[config.mk]
export PLATFORM = sky130hd
export DESIGN_NAME = complex_accumulator
export DESIGN_NICKNAME = d
export VERILOG_FILES = /design/src/rtl/complex_accumulator.sv
export SDC_FILE = /design/constraint.sdc
export NUM_CORES = 1
export LEC_CHECK = 0
export CORE_ASPECT_RATIO = 0.75
export CORE_MARGIN = 10
export CORE_UTILIZATION = 60
export CTS_CLUSTER_DIAMETER = 40
export CTS_CLUSTER_SIZE = 14
export DETAILED_ROUTE_END_ITERATION = 10
export PLACE_DENSITY = 0.87
export SLEW_MARGIN = 30
export SYNTH_ARGS = -nofsm -noshare
export SYNTH_HDL_FRONTEND = slang
export SYNTH_SLANG_ARGS = --single-unit
[constraint.sdc]
create_clock -name clk -period 7.61 [get_ports clk]
set_input_delay 1.522 -clock clk [delete_from_list [all_inputs] [get_ports clk]]
set_output_delay 1.522 -clock clk [all_outputs]
set_load 0.005 [all_outputs]
[src/rtl/complex_accumulator.sv]
// rtl/complex_accumulator.sv - integrate-and-dump complex accumulator; COMPLEX_ACC_SAT_EN selects saturating output
// Complex ports are packed {re, im}, with re in the upper half. This is the bit layout of complex::logic_#(W)::p.
module complex_accumulator #(
    parameter int IN_WIDTH  = 26,
    parameter int LEN_WIDTH = 8,
    parameter int OUT_WIDTH = 34
) (
    input  logic                   clk,
    input  logic                   rst_n,
    input  logic [LEN_WIDTH-1:0]   len_i,
    input  logic                   clear_i,
    input  logic [2*IN_WIDTH-1:0]  x_i,
    input  logic                   x_valid_i,
    output logic [2*OUT_WIDTH-1:0] y_o,
    output logic                   y_valid_o,
    output logic                   busy_o
);

    localparam int ACC_WIDTH = IN_WIDTH + LEN_WIDTH;

    typedef enum logic {IDLE, ACC} state_t;

    state_t                      state_q, state_d;
    logic signed [ACC_WIDTH-1:0] acc_re_q, acc_im_q, acc_re_d, acc_im_d;
    logic signed [ACC_WIDTH-1:0] x_re_ext, x_im_ext, sum_re, sum_im;
    logic [LEN_WIDTH-1:0]        cnt_q, cnt_d, len_q, len_d, len_eff;
    logic                        last, y_load;

`ifdef COMPLEX_ACC_SAT_EN
    localparam logic signed [ACC_WIDTH-1:0] ACC_ONE = 1;
    localparam logic signed [ACC_WIDTH-1:0] SAT_MAX = (ACC_ONE <<< (OUT_WIDTH - 1)) - ACC_ONE;
    localparam logic signed [ACC_WIDTH-1:0] SAT_MIN = ~SAT_MAX;
`endif

    function automatic logic [OUT_WIDTH-1:0] out_map(input logic signed [ACC_WIDTH-1:0] s);
`ifdef COMPLEX_ACC_SAT_EN
        if (s > SAT_MAX)
            return OUT_WIDTH'(SAT_MAX);
        else if (s < SAT_MIN)
            return OUT_WIDTH'(SAT_MIN);
        else
            return OUT_WIDTH'(s);
`else
        return OUT_WIDTH'(s);
`endif
    endfunction

    assign x_re_ext = {{LEN_WIDTH{x_i[2*IN_WIDTH-1]}}, x_i[2*IN_WIDTH-1:IN_WIDTH]};
    assign x_im_ext = {{LEN_WIDTH{x_i[IN_WIDTH-1]}}, x_i[IN_WIDTH-1:0]};
    // acc is zero in IDLE, so one adder serves both the first and later samples
    assign sum_re   = acc_re_q + x_re_ext;
    assign sum_im   = acc_im_q + x_im_ext;
    assign len_eff  = (len_i == '0) ? LEN_WIDTH'(1) : len_i;

    always_comb begin
        state_d  = state_q;
        acc_re_d = acc_re_q;
        acc_im_d = acc_im_q;
        cnt_d    = cnt_q;
        len_d    = len_q;
        last     = 1'b0;
        y_load   = 1'b0;
        if (clear_i) begin
            state_d  = IDLE;
            acc_re_d = '0;
            acc_im_d = '0;
            cnt_d    = '0;
        end else if (x_valid_i) begin
            case (state_q)
                IDLE: begin
                    len_d = len_eff;
                    last  = (len_eff == LEN_WIDTH'(1));
                end
                ACC:     last = ({1'b0, cnt_q} + 1'b1) == {1'b0, len_q};
                default: last = 1'b0;
            endcase
            if (last) begin
                y_load   = 1'b1;
                state_d  = IDLE;
                acc_re_d = '0;
                acc_im_d = '0;
                cnt_d    = '0;
            end else begin
                state_d  = ACC;
                acc_re_d = sum_re;
                acc_im_d = sum_im;
                cnt_d    = cnt_q + 1'b1;
            end
        end
    end

    always_ff @(posedge clk) begin
        if (!rst_n) begin
            state_q   <= IDLE;
            acc_re_q  <= '0;
            acc_im_q  <= '0;
            cnt_q     <= '0;
            len_q     <= '0;
            y_o       <= '0;
            y_valid_o <= 1'b0;
            busy_o    <= 1'b0;
        end else begin
            state_q   <= state_d;
            acc_re_q  <= acc_re_d;
            acc_im_q  <= acc_im_d;
            cnt_q     <= cnt_d;
            len_q     <= len_d;
            y_valid_o <= y_load;
            busy_o    <= (cnt_d != '0);
            if (y_load)
                y_o <= {out_map(sum_re), out_map(sum_im)};
        end
    end

endmodule

# ---- After elaboration in Yosys (flattened, before gate mapping)
# Cells that the tools add are included.
dict set report word_totals {
  ff_bits 155
  output_inout_bits 70
  in_bits 64
}
dict set report classes {
  bitwise_logic 3
  addsub 4
  eq_ne 2
  n_mux 13
  n_reduce_logical 4
}
# op n
set op_table {}
lappend op_table {{34-bit by 26-bit adder with 34-bit output} 2}
lappend op_table {{34-bit two-way mux} 2}
lappend op_table {{8-bit two-way mux} 4}
lappend op_table {{8-bit by 1-bit adder with 9-bit output (second input constant)} 1}
lappend op_table {{9-bit by 8-bit == test with 1-bit output} 1}
lappend op_table {{8-bit by 1-bit adder with 8-bit output (second input constant)} 1}
lappend op_table {{8-bit by 1-bit == test with 1-bit output (second input constant)} 1}
lappend op_table {{8-bit logical NOT} 1}
lappend op_table {{8-bit nonzero test} 1}
lappend op_table {{1-bit two-way mux} 6}
lappend op_table {{1-bit NOT} 3}
lappend op_table {{3-bit AND reduction} 1}
lappend op_table {{1-bit one-hot mux with 2 select lines} 1}
lappend op_table {{2-bit OR reduction} 1}

# ---- Longest topological paths before layout
dict set report depth {
  ltp_word 10
  mapped_depth 12
  mapped_depth_nobuf 12
}

# ---- Least setup slack after synthesis
# No wires, ideal clock.
dict set report synth_timing {
  path_type {input-to-reg}
  startpoint {in x_i[0]}
  endpoint {reg y_o[32]}
  t_arrival_ns 4.099
  stages 12
  path_buffers 0
  t_required_ns 7.540
  slack_ns 3.441
  cell_sequence {ha_1 fa_1 a21o_1 a21oi_1 o311ai_0 o2111a_1 o41ai_2 o21ai_0 a221oi_1 xnor2_1 nand2_1 a21boi_1}
}
dict set report synth_via {
  elab_chain_len 1
}
# element line_no
set synth_lines {}
lappend synth_lines {{from (decl)} 12} ;# input logic [2*IN_WIDTH-1:0] x_i,
lappend synth_lines {{34-bit by 26-bit adder with 34-bit output} 52} ;# assign sum_im = acc_im_q + x_im_ext;
lappend synth_lines {{to (signal assigned)} 111} ;# y_o <= {out_map(sum_re), out_map(sum_im)};
lappend synth_lines {{to (decl)} 14} ;# output logic [2*OUT_WIDTH-1:0] y_o,
# No other way between the ends.
# A chain may end at the register's enable or synchronous reset.

# ---- Worst setup path in the final report
# Ends and elaborated chain as after synthesis.

==> impl_metrics.env <==
export IMPL_antenna_found_initial=0
export IMPL_clk_pin_slew_worst_paths_ns=0.06
export IMPL_worstMarginPinSlew_ns=0.9669
export IMPL_p_sw_mw=0.5915
export IMPL_start_util_pct=62.04
export IMPL_r2r_slack_ns=3.46
export IMPL_critical_path_class="in2reg"
export IMPL_setup_viol=0
export IMPL_grt_pass1_wl_um=42960
export IMPL_finalHoldViolCount=0
export IMPL_synth_edf_count=0
export IMPL_die_area_um2=20570
export IMPL_overflow=0
export IMPL_clockBufferDepth=2
export IMPL_power_total_mw=2.041
export IMPL_core_area_um2=14690
export IMPL_vias=8790
export IMPL_drv_slew=0
export IMPL_synth_async_sr_flop_share_pct=0
export IMPL_finalCriticalPeriod_ns=4.721
export IMPL_viasPerCell=6.130
export IMPL_placed_cells=1402
export IMPL_syn_inst=1119
export IMPL_drtPass1Iterations=5
export IMPL_drc_errors=0
export IMPL_postCtsSetupBuffers=0
export IMPL_dp_slack_ns=2.581
export IMPL_crit_required_ns=7.97
export IMPL_wire_per_inst_um=18.46
export IMPL_cellLeakagePower_nw=4.484
export IMPL_post_dp_cell_area_um2=10540
export IMPL_hold_buffers=0
export IMPL_ant_nets=0
export IMPL_numCtsBuffers=17
export IMPL_setup_tns_ns=0
export IMPL_drv_cap=0
export IMPL_fin_ws_ns=2.889
export IMPL_area_delta_synth_final_pct=21.84
export IMPL_worstHoldStart="y_o[65]"
export IMPL_synth_nets=1252
export IMPL_power_frac_clock_pct=40.8
export IMPL_worstHoldPathCells=2
export IMPL_relSlewSlack_pct=35.30
export IMPL_syn_area_per_cell_um2=8.146
export IMPL_p_sw_share_pct=28.99
export IMPL_nets=1354
export IMPL_grt_pass1_vias=8505
export IMPL_netlist_area_um2=9115
export IMPL_gp_congestion=0.9528
export IMPL_timing_rr_start="cnt_q[0]"
export IMPL_root_buffer="clkbuf_16"
export IMPL_ctsResizeCount=0
export IMPL_fin_area_um2=11110
export IMPL_cts_tree="done"
export IMPL_powerDensity_nw_per_um2=183.7
export IMPL_ios=134
export IMPL_synthTopCellsByArea="dfxtp_1 (34%), ha_1 (9.2%), nand2_1 (8.3%), a21oi_1 (5.3%), xnor2_1 (4.4%)"
export IMPL_status="finished, final reports clean"
export IMPL_r2r_end="acc_re_q[33]"
export IMPL_dp_hpwl_um=18100
export IMPL_clock_sinks=155
export IMPL_cp_arrival_ns=5.08
export IMPL_min_period_over_period_pct=62.03
export IMPL_htreeDepth=4
export IMPL_peakVddDrop_uv=141.7
export IMPL_die_h_um=126.7
export IMPL_ys_warn_count=0
export IMPL_ys_ff_latch=155
export IMPL_rows=38
export IMPL_internal_power_mw=1.449
export IMPL_path_max_fanout=3
export IMPL_drive_gt1_share_pct=4.862
export IMPL_drtIter0Drc=852
export IMPL_final_util_pct=75.59
export IMPL_power_frac_comb_pct=17.5
export IMPL_critPathLaunchType="input port"
export IMPL_port_buffers=133
export IMPL_synth_main_ff_cell="dfxtp_1"
export IMPL_antenna_cells=0
export IMPL_hold_class="reg2reg"
export IMPL_wirelength_um=26480
export IMPL_holdWs_ns=0.4502
export IMPL_final_cells=1434
export IMPL_synth_top_area_share_pct=34.04
export IMPL_seqPwrFrac_pct=41.7
export IMPL_synth_top_area_cell="dfxtp_1"
export IMPL_die_x_um=162.3
export IMPL_synthDistinctLibCells=68
export IMPL_ys_seq_area_share_pct=34.04
export IMPL_cp_end_kind="flip-flop"
export IMPL_min_to="y_o[65]"
export IMPL_worst_r2r_cell_count=12
export IMPL_fmax_mhz=211.8
export IMPL_skew_ns=0.01480
export IMPL_worstSkewPairLatency_ns=0.43
export IMPL_grt_start_max_net_pins=83
export IMPL_rsz0062_at_grt="false"
export IMPL_grt_usage_pct=24.99
## metal layers
| metal | global-route usage [%] | up-vias | wire length [um] |
|---|---|---|---|
| met2 | 39.19 | 401 | 11720 |
| li1 | - | 4212 | - |
| met5 | 0 | - | 0 |
| met1 | 32.70 | 4126 | 11810 |
| met3 | 6.723 | 51 | 2455 |
| met4 | 8.062 | 0 | 488 |
## synthesized netlist by cell type (3+ instances only)
| cell | count |
|---|---|
| mux2i_1 | 7 |
| and2_1 | 8 |
| dfxtp_1 | 155 |
| a21o_1 | 29 |
| nand4_1 | 6 |
| a21boi_0 | 11 |
| o21ai_0 | 46 |
| a22oi_1 | 13 |
| a211o_1 | 4 |
| o21a_1 | 5 |
| clkbuf_1 | 41 |
| nor2_1 | 67 |
| o21bai_1 | 7 |
| o221a_2 | 3 |
| o2bb2ai_1 | 3 |
| o211a_1 | 4 |
| xnor2_1 | 46 |
| buf_2 | 16 |
| a31oi_1 | 8 |
| nand2_1 | 202 |
| inv_1 | 11 |
| nor3_1 | 12 |
| o31ai_1 | 4 |
| o21ai_1 | 3 |
| nor2b_1 | 14 |
| a21oi_1 | 97 |
| ha_1 | 67 |
| nand3_1 | 47 |
| nor4_1 | 6 |
| nand3b_1 | 3 |
| o211ai_1 | 8 |
| a22o_1 | 24 |
| and3_1 | 4 |
| o22ai_1 | 3 |
| nand2b_1 | 10 |
| a21boi_1 | 46 |
| a211oi_1 | 6 |
| xor2_1 | 28 |
| o41ai_1 | 3 |
## critical path, stage by stage
cell	delay (ns)
clkdlybuf4s50_1	0.42
ha_1	0.24
fa_1	0.42
a21o_1	0.18
a21oi_1	0.27
o311ai_0	0.23
buf_4	0.20
o2111a_1	0.29
o41ai_2	0.36
o21ai_0	0.20
a221oi_1	0.35
xnor2_1	0.19
nand2_1	0.08
a21boi_1	0.12
## placed cells by master, fill, tap and decap left out, drive strengths merged, types with 17 or more instances in the layout
| cell | n |
|---|---|
| nand2 | 202 |
| dfxtp | 155 |
| clkdlybuf4s50 | 132 |
| a21oi | 97 |
| ha | 67 |
| nor2 | 67 |
| a21boi | 57 |
| o21ai | 49 |
| nand3 | 47 |
| xnor2 | 46 |
| a21o | 29 |
| xor2 | 28 |
| a22o | 24 |
| clkbuf | 19 |
| inv | 17 |
## power by group through the flow
stage               sequential, mW  clock (mW)  combinational [mW]
global placement             0.867           0               0.335
finish                       0.851       0.832               0.358
global route                 0.853       0.869               0.391
floorplan                    0.864           0               0.243
CTS                          0.850       0.837               0.350
detailed placement           0.868           0               0.343
## layout make-up
type                    count  area (um2)
clock buffers              19       432.9
inverters                  11       41.29
flip-flops and latches    155        3103
fillers                  1106        3586
repair buffers            144        1429
multi-input cells         892        5715
clock inverters            13       133.9
well taps                 200       250.2
## how the worst max path moves through the flow
stage	startpoint	to	cells past startpoint
after floorplan	x_i[0]	y_o[32]	12
after global placement	x_i[0]	y_o[32]	14
after detailed placement	x_i[0]	y_o[32]	14
after CTS	x_i[0]	y_o[32]	14
after global routing	x_i[0]	y_o[32]	14
final	x_i[0]	y_o[32]	14
## cell families (layout without fill, tap and decap cells)
family	Yosys count	count (layout)	synth area share, %
AOI/OAI and AO/OA	350	350	26.01
xor gates and xnor gates	74	74	7.111
adders and majority gates	69	69	9.636
buffers and inverters	72	187	3.391
DFF	155	155	34.04
muxes	7	7	0.7687
and+or+nand+nor	392	392	19.04
## sequential cells by signal, indices dropped and copies added, names as in the netlist
name and cells:
y_o 68, acc_im_q 34, acc_re_q 34, cnt_q 8
len_q 8, busy_o 1, state_q 1, y_valid_o 1
Note: power is estimated with default switching activity, not from simulation.
==> variant 1: new RTL, same flow settings <==
Set the parameter `OUT_WIDTH` to 68 (it was 34).
--- a/src/rtl/complex_accumulator.sv
+++ b/src/rtl/complex_accumulator.sv
@@ -4,5 +4,5 @@
     parameter int IN_WIDTH  = 26,
     parameter int LEN_WIDTH = 8,
-    parameter int OUT_WIDTH = 34
+    parameter int OUT_WIDTH = 68
 ) (
     input  logic                   clk,
Ports: changed (resized y_o); port bits go from 134 to 202. The function was not compared with the original's and may differ.
==> variant 1 against the original RTL <==
- total power rose by 1.8%
- utilization shrank 1.1 points
- sequential cell count is the same
- cell area grew 7.4%
- area after synthesis grew 7.3%
- setup slack got worse by 140 ps
- wire length is 6.2% higher
- sequential power hardly changed
- largest cell class unchanged
==> variant 1: results (changes against the original RTL) <==
Synth
  – Synth cell types: 85 (+25%)
  – Xor/xnor share of the synthesized area: 7.02% (-0.086 points)
  – Area contributors post-synth: dfxtp_1 32%, ha_1 8.6%, a21oi_1 8.2%, nand2_1 7.2%, buf_4 5.2%
  – Sequential cell area fraction in the yosys report: 31.7% (-2.3 points)
  – Mux cell area share after synthesis: 1.02% (+0.25 points)

Run status
  – Status: complete, no violations

Hold path
  – Worst Hold Launch: y_o[20]$_SDFFE_PN0P_
  – Hold crit path type: register to register

Route
  – Drt first-iter violations: 894 (+4.9%)
  – Vias per std cell: 6.02 (-1.8%)

Placed design
  – HPWL Detailed: 20500 µm (+13%)
  – Port Buffer Count: 201 (+51%)
  – Place WS: 2220 ps (-360 ps)
  – Placed instance area: 11300 µm² (+7.2%)
  – Gpl congestion: 0.958 (+0.52%)

Power and ir drop
  – Switching share of power: 29.2% (+0.22 points)
  – Max VDD drop: 0.144 mV (+1.6%)

GRT
  – Total track usage: 23.9% (-1.1 points)
  – Largest net degree at the start of global routing: 60 (-28%)
  – Vias in the first global route: 8426 (-0.93%)
  – First-pass GRT wire length: 44000 µm (+2.4%)

Cells and area
  – Share of layout cells above drive strength 1: 5.51% (+0.64 points)
  – Fill count: 1208 (+9.2%)
  – Final nets: 1446 (+6.8%)

Critical path
  – CP max stage cell: nor4_1
  – CP arrival: 5180 ps (+100 ps)
  – CP top delay family: simple AND/OR/NAND/NOR gates
  – R2R setup slack: 3550 ps (+90 ps)
  – Max stage delay on crit path: 610 ps (+190 ps)
  – CP max FO: 39 (+36)
  – R2r worst-path depth: 11 (-1)
  – R2R Path End: acc_im_q[33]$_SDFFE_PP0P_

Timing
  – Worst Hold Slack: 450 ps (-0.654 ps)
  – Skew final: 9.61 ps (-5.19 ps)
[variant 1: worst max path at each step]
| stage | from | to | slack [ps] |
|---|---|---|---|
| after floorplan | x_i[0] | y_o[12]$_SDFFE_PN0P_ | 3730 |
| after global placement | len_i[4] | y_o[9]$_SDFFE_PN0P_ | 2420 |
| after detailed placement | len_i[4] | y_o[79]$_SDFFE_PN0P_ | 2220 |
| after CTS | len_i[4] | y_o[79]$_SDFFE_PN0P_ | 2670 |
| after global routing | len_i[4] | acc_im_q[33]$_SDFFE_PP0P_ | 2530 |
| final | len_i[4] | acc_im_q[33]$_SDFFE_PP0P_ | 2750 |
[variant 1: power by group through the flow]
stage	logic, mW	clock network, mW	registers [mW]
6_report	0.379	0.846	0.853
5_1_grt	0.413	0.880	0.855
4_1_cts	0.370	0.847	0.852
3_5_place_dp	0.366	0	0.870
3_3_place_gp	0.361	0	0.869
2_1_floorplan	0.260	0	0.865
[variant 1: through the flow]
step | power, mW | instances | utilization, %
2_1_floorplan | 1.13 | 1223 | -
3_3_place_gp | 1.23 | 1502 | 70.5
3_5_place_dp | 1.24 | 1502 | 70.5
4_1_cts | 2.07 | 1534 | 74.2
5_1_grt | 2.15 | 1536 | 74.5
6_report | 2.08 | 1536 | 74.5
[variant 1: worst reg2reg max path: cells and delay by family, from the launching register on]
kind	cells	cell delay, ps
compound gates	3	970
xor+xnor	1	270
simple gates	5	1560
flops	1	470
fa+ha+maj	1	400
buf+inv	1	290
[variant 1: cell families after synthesis]
kind of cell / after synthesis
simple gates: 382
compound gates: 375
buf+inv: 156
flops: 155
xor+xnor: 76
fa+ha+maj: 69
mux: 10
[variant 1: final cells by class]
cell class / instances / share of cell area (%)
multi-input combinational: 912 / 48.7
tap: 210 / 2.20
inverter: 18 / 0.566
timing repair buffer: 209 / 17.6
clock buffer: 19 / 3.80
clock inverter: 13 / 1.10
sequential: 155 / 26.0
[variant 1: layer usage]
layer  track usage (%)  wire length (µm)  vias up  share of wire, %
li1                  -                 -     4461                 -
met1              34.2             12700     4306                45
met2              35.9             12300      434                44
met4              6.95               465        0               1.7
met5                 0                 0        -                 0
met3              4.48              2640       47               9.4
==> variant 2: new RTL, config.mk and constraints unchanged <==
Made on the original files. Put one more register stage on the output `y_o`. The value now appears one clock later. The other outputs are not delayed to match.
--- a/src/rtl/complex_accumulator.sv
+++ b/src/rtl/complex_accumulator.sv
@@ -20,4 +20,6 @@
 
     typedef enum logic {IDLE, ACC} state_t;
+
+    logic [2*OUT_WIDTH-1:0] y_s0;
 
     state_t                      state_q, state_d;
@@ -97,5 +99,5 @@
             cnt_q     <= '0;
             len_q     <= '0;
-            y_o       <= '0;
+            y_s0      <= '0;
             y_valid_o <= 1'b0;
             busy_o    <= 1'b0;
@@ -109,6 +111,10 @@
             busy_o    <= (cnt_d != '0);
             if (y_load)
-                y_o <= {out_map(sum_re), out_map(sum_im)};
+                y_s0 <= {out_map(sum_re), out_map(sum_im)};
         end
+    end
+
+    always_ff @(posedge clk) begin
+        y_o <= y_s0;
     end
 
Function: changed (a bounded check fails within 4 cycles, from zero or initial values and one cycle with rst_n low).
==> variant 2 against the original RTL <==
- critical path depth fell by 1
- die area rose by 12%
- cell area up 15%
- total power grew 41%
- area after synthesis grew 14%
- setup slack improved by 120 ps
- sequential cell count grew 68
- global-route usage is 1.7 points lower
- clock skew rose by 3.2 ps
- first-iteration DRC count rose by 35%
- wire length up 6.4%
- utilization about the same
- largest power group is now clock
- highest routed layer unchanged
==> variant 2: results (changes against the original RTL) <==
Route
  – Met3 WL: 2570 µm (+4.6%)
  – Vias per std cell: 6.03 (-1.6%)
  – Vias: 9369 (+6.6%)
  – Drt first-iter violations: 1149 (+35%)
  – M1 WL: 12400 µm (+5.0%)
  – Metal2 WL: 12600 µm (+7.8%)

Critical path
  – R2R setup slack: 3500 ps (+40 ps)
  – R2r worst-path depth: 13 (+1)
  – R2R Path End: y_s0[62]$_SDFFE_PN0P_
  – Worst setup path end: acc_im_q[22]$_SDFFE_PP0P_
  – Max stage delay on crit path: 440 ps (+20 ps)

Cells and area
  – Share of layout cells above drive strength 1: 6.50% (+1.6 points)
  – Fill count: 1205 (+9.0%)
  – Largest regs: y_o x68, y_s0 x68

Synth
  – Mean post-synth cell area: 8.66 µm² (+6.4%)
  – Area contributors post-synth: dfxtp_1 43%, ha_1 8.0%, a21oi_1 7.6%, nand2_1 6.6%, xnor2_1 3.8%
  – Sequential cell area fraction in the yosys report: 42.8% (+8.8 points)

Clocking
  – Clk Latency, worst-skew pair: 540 ps (+110 ps)
  – Num CTS Buffers: 29 (+12)
  – Max H-tree Level: 1 (-3)
  – Clock buffer depth: 3 (+1)

Run status
  – Status: complete, no violations

Placed design
  – Dpl cells: 1501 (+7.1%)
  – HPWL Detailed: 19200 µm (+5.9%)

Power and ir drop
  – Max VDD drop: 0.176 mV (+24%)
  – Leakage: 5.10 nW (+14%)

Hold path
  – Hold Path Depth: 0 (-2)
  – Worst Hold Launch: y_s0[51]$_SDFFE_PN0P_

GRT
  – Met1 GRT Util: 31.5% (-1.2 points)
  – Met2 Resource Use GR: 36.7% (-2.5 points)
  – Met3 usage in global routing: 5.72% (-1.0 points)
  – Initial antenna violation count: 1 (+1)
  – Largest net degree at the start of global routing: 58 (-30%)
  – First-pass GRT wire length: 45000 µm (+4.8%)

Timing
  – Slew HR: 35.9% (+0.63 points)
  – Skew final: 18.0 ps (+3.23 ps)
[variant 2: logic make-up after synthesis]
logic type / after synthesis / share of synthesized area [%]
AND/OR/NAND/NOR: 389 / 16.7
multiplexers: 16 / 1.57
flip-flops: 223 / 42.8
AO/OA/AOI/OAI: 356 / 21.5
buffers and inverters: 82 / 3.20
XOR/XNOR: 69 / 5.79
adder cells (fa/ha/maj): 69 / 8.42
[variant 2: report_power, final]
| group | switching, mW | leakage, nW | internal (mW) |
|---|---|---|---|
| combinational | 0.207 | 2.85 | 0.151 |
| sequential | 0.0167 | 1.80 | 1.19 |
| clock | 0.568 | 0.453 | 0.734 |
| total | 0.792 | 5.10 | 2.08 |
[variant 2: area by class of cell]
type | count | area share (%)
clock buffers | 32 | 5.84
clock inverters | 20 | 1.49
inverters | 22 | 0.645
multi-input cells | 899 | 44.1
flip-flops and latches | 223 | 34.9
well taps | 215 | 2.10
repair buffers | 142 | 10.9
[variant 2: metrics by stage]
step | worst slack (ps) | hold slack (ps) | cell area (µm²) | power [mW]
global route | 2900 | 354 | 12800 | 2.96
detailed placement | 2550 | 337 | 11900 | 1.58
floorplan | 3510 | 326 | 10400 | 1.47
CTS | 3100 | 349 | 12800 | 2.87
global placement | 2760 | 333 | 11900 | 1.57
finish | 3000 | 346 | 12800 | 2.87
[variant 2: worst register-to-register path, cell delays in order (launching register included)]
cell	delay, ps
dfxtp_1	530
ha_1	320
and3_1	240
and3_1	270
nor2_1	60
a211oi_1	260
a21oi_2	90
a41oi_4	180
buf_4	420
or2_2	660
buf_4	510
or3_1	190
mux2i_1	70
a31o_2	210
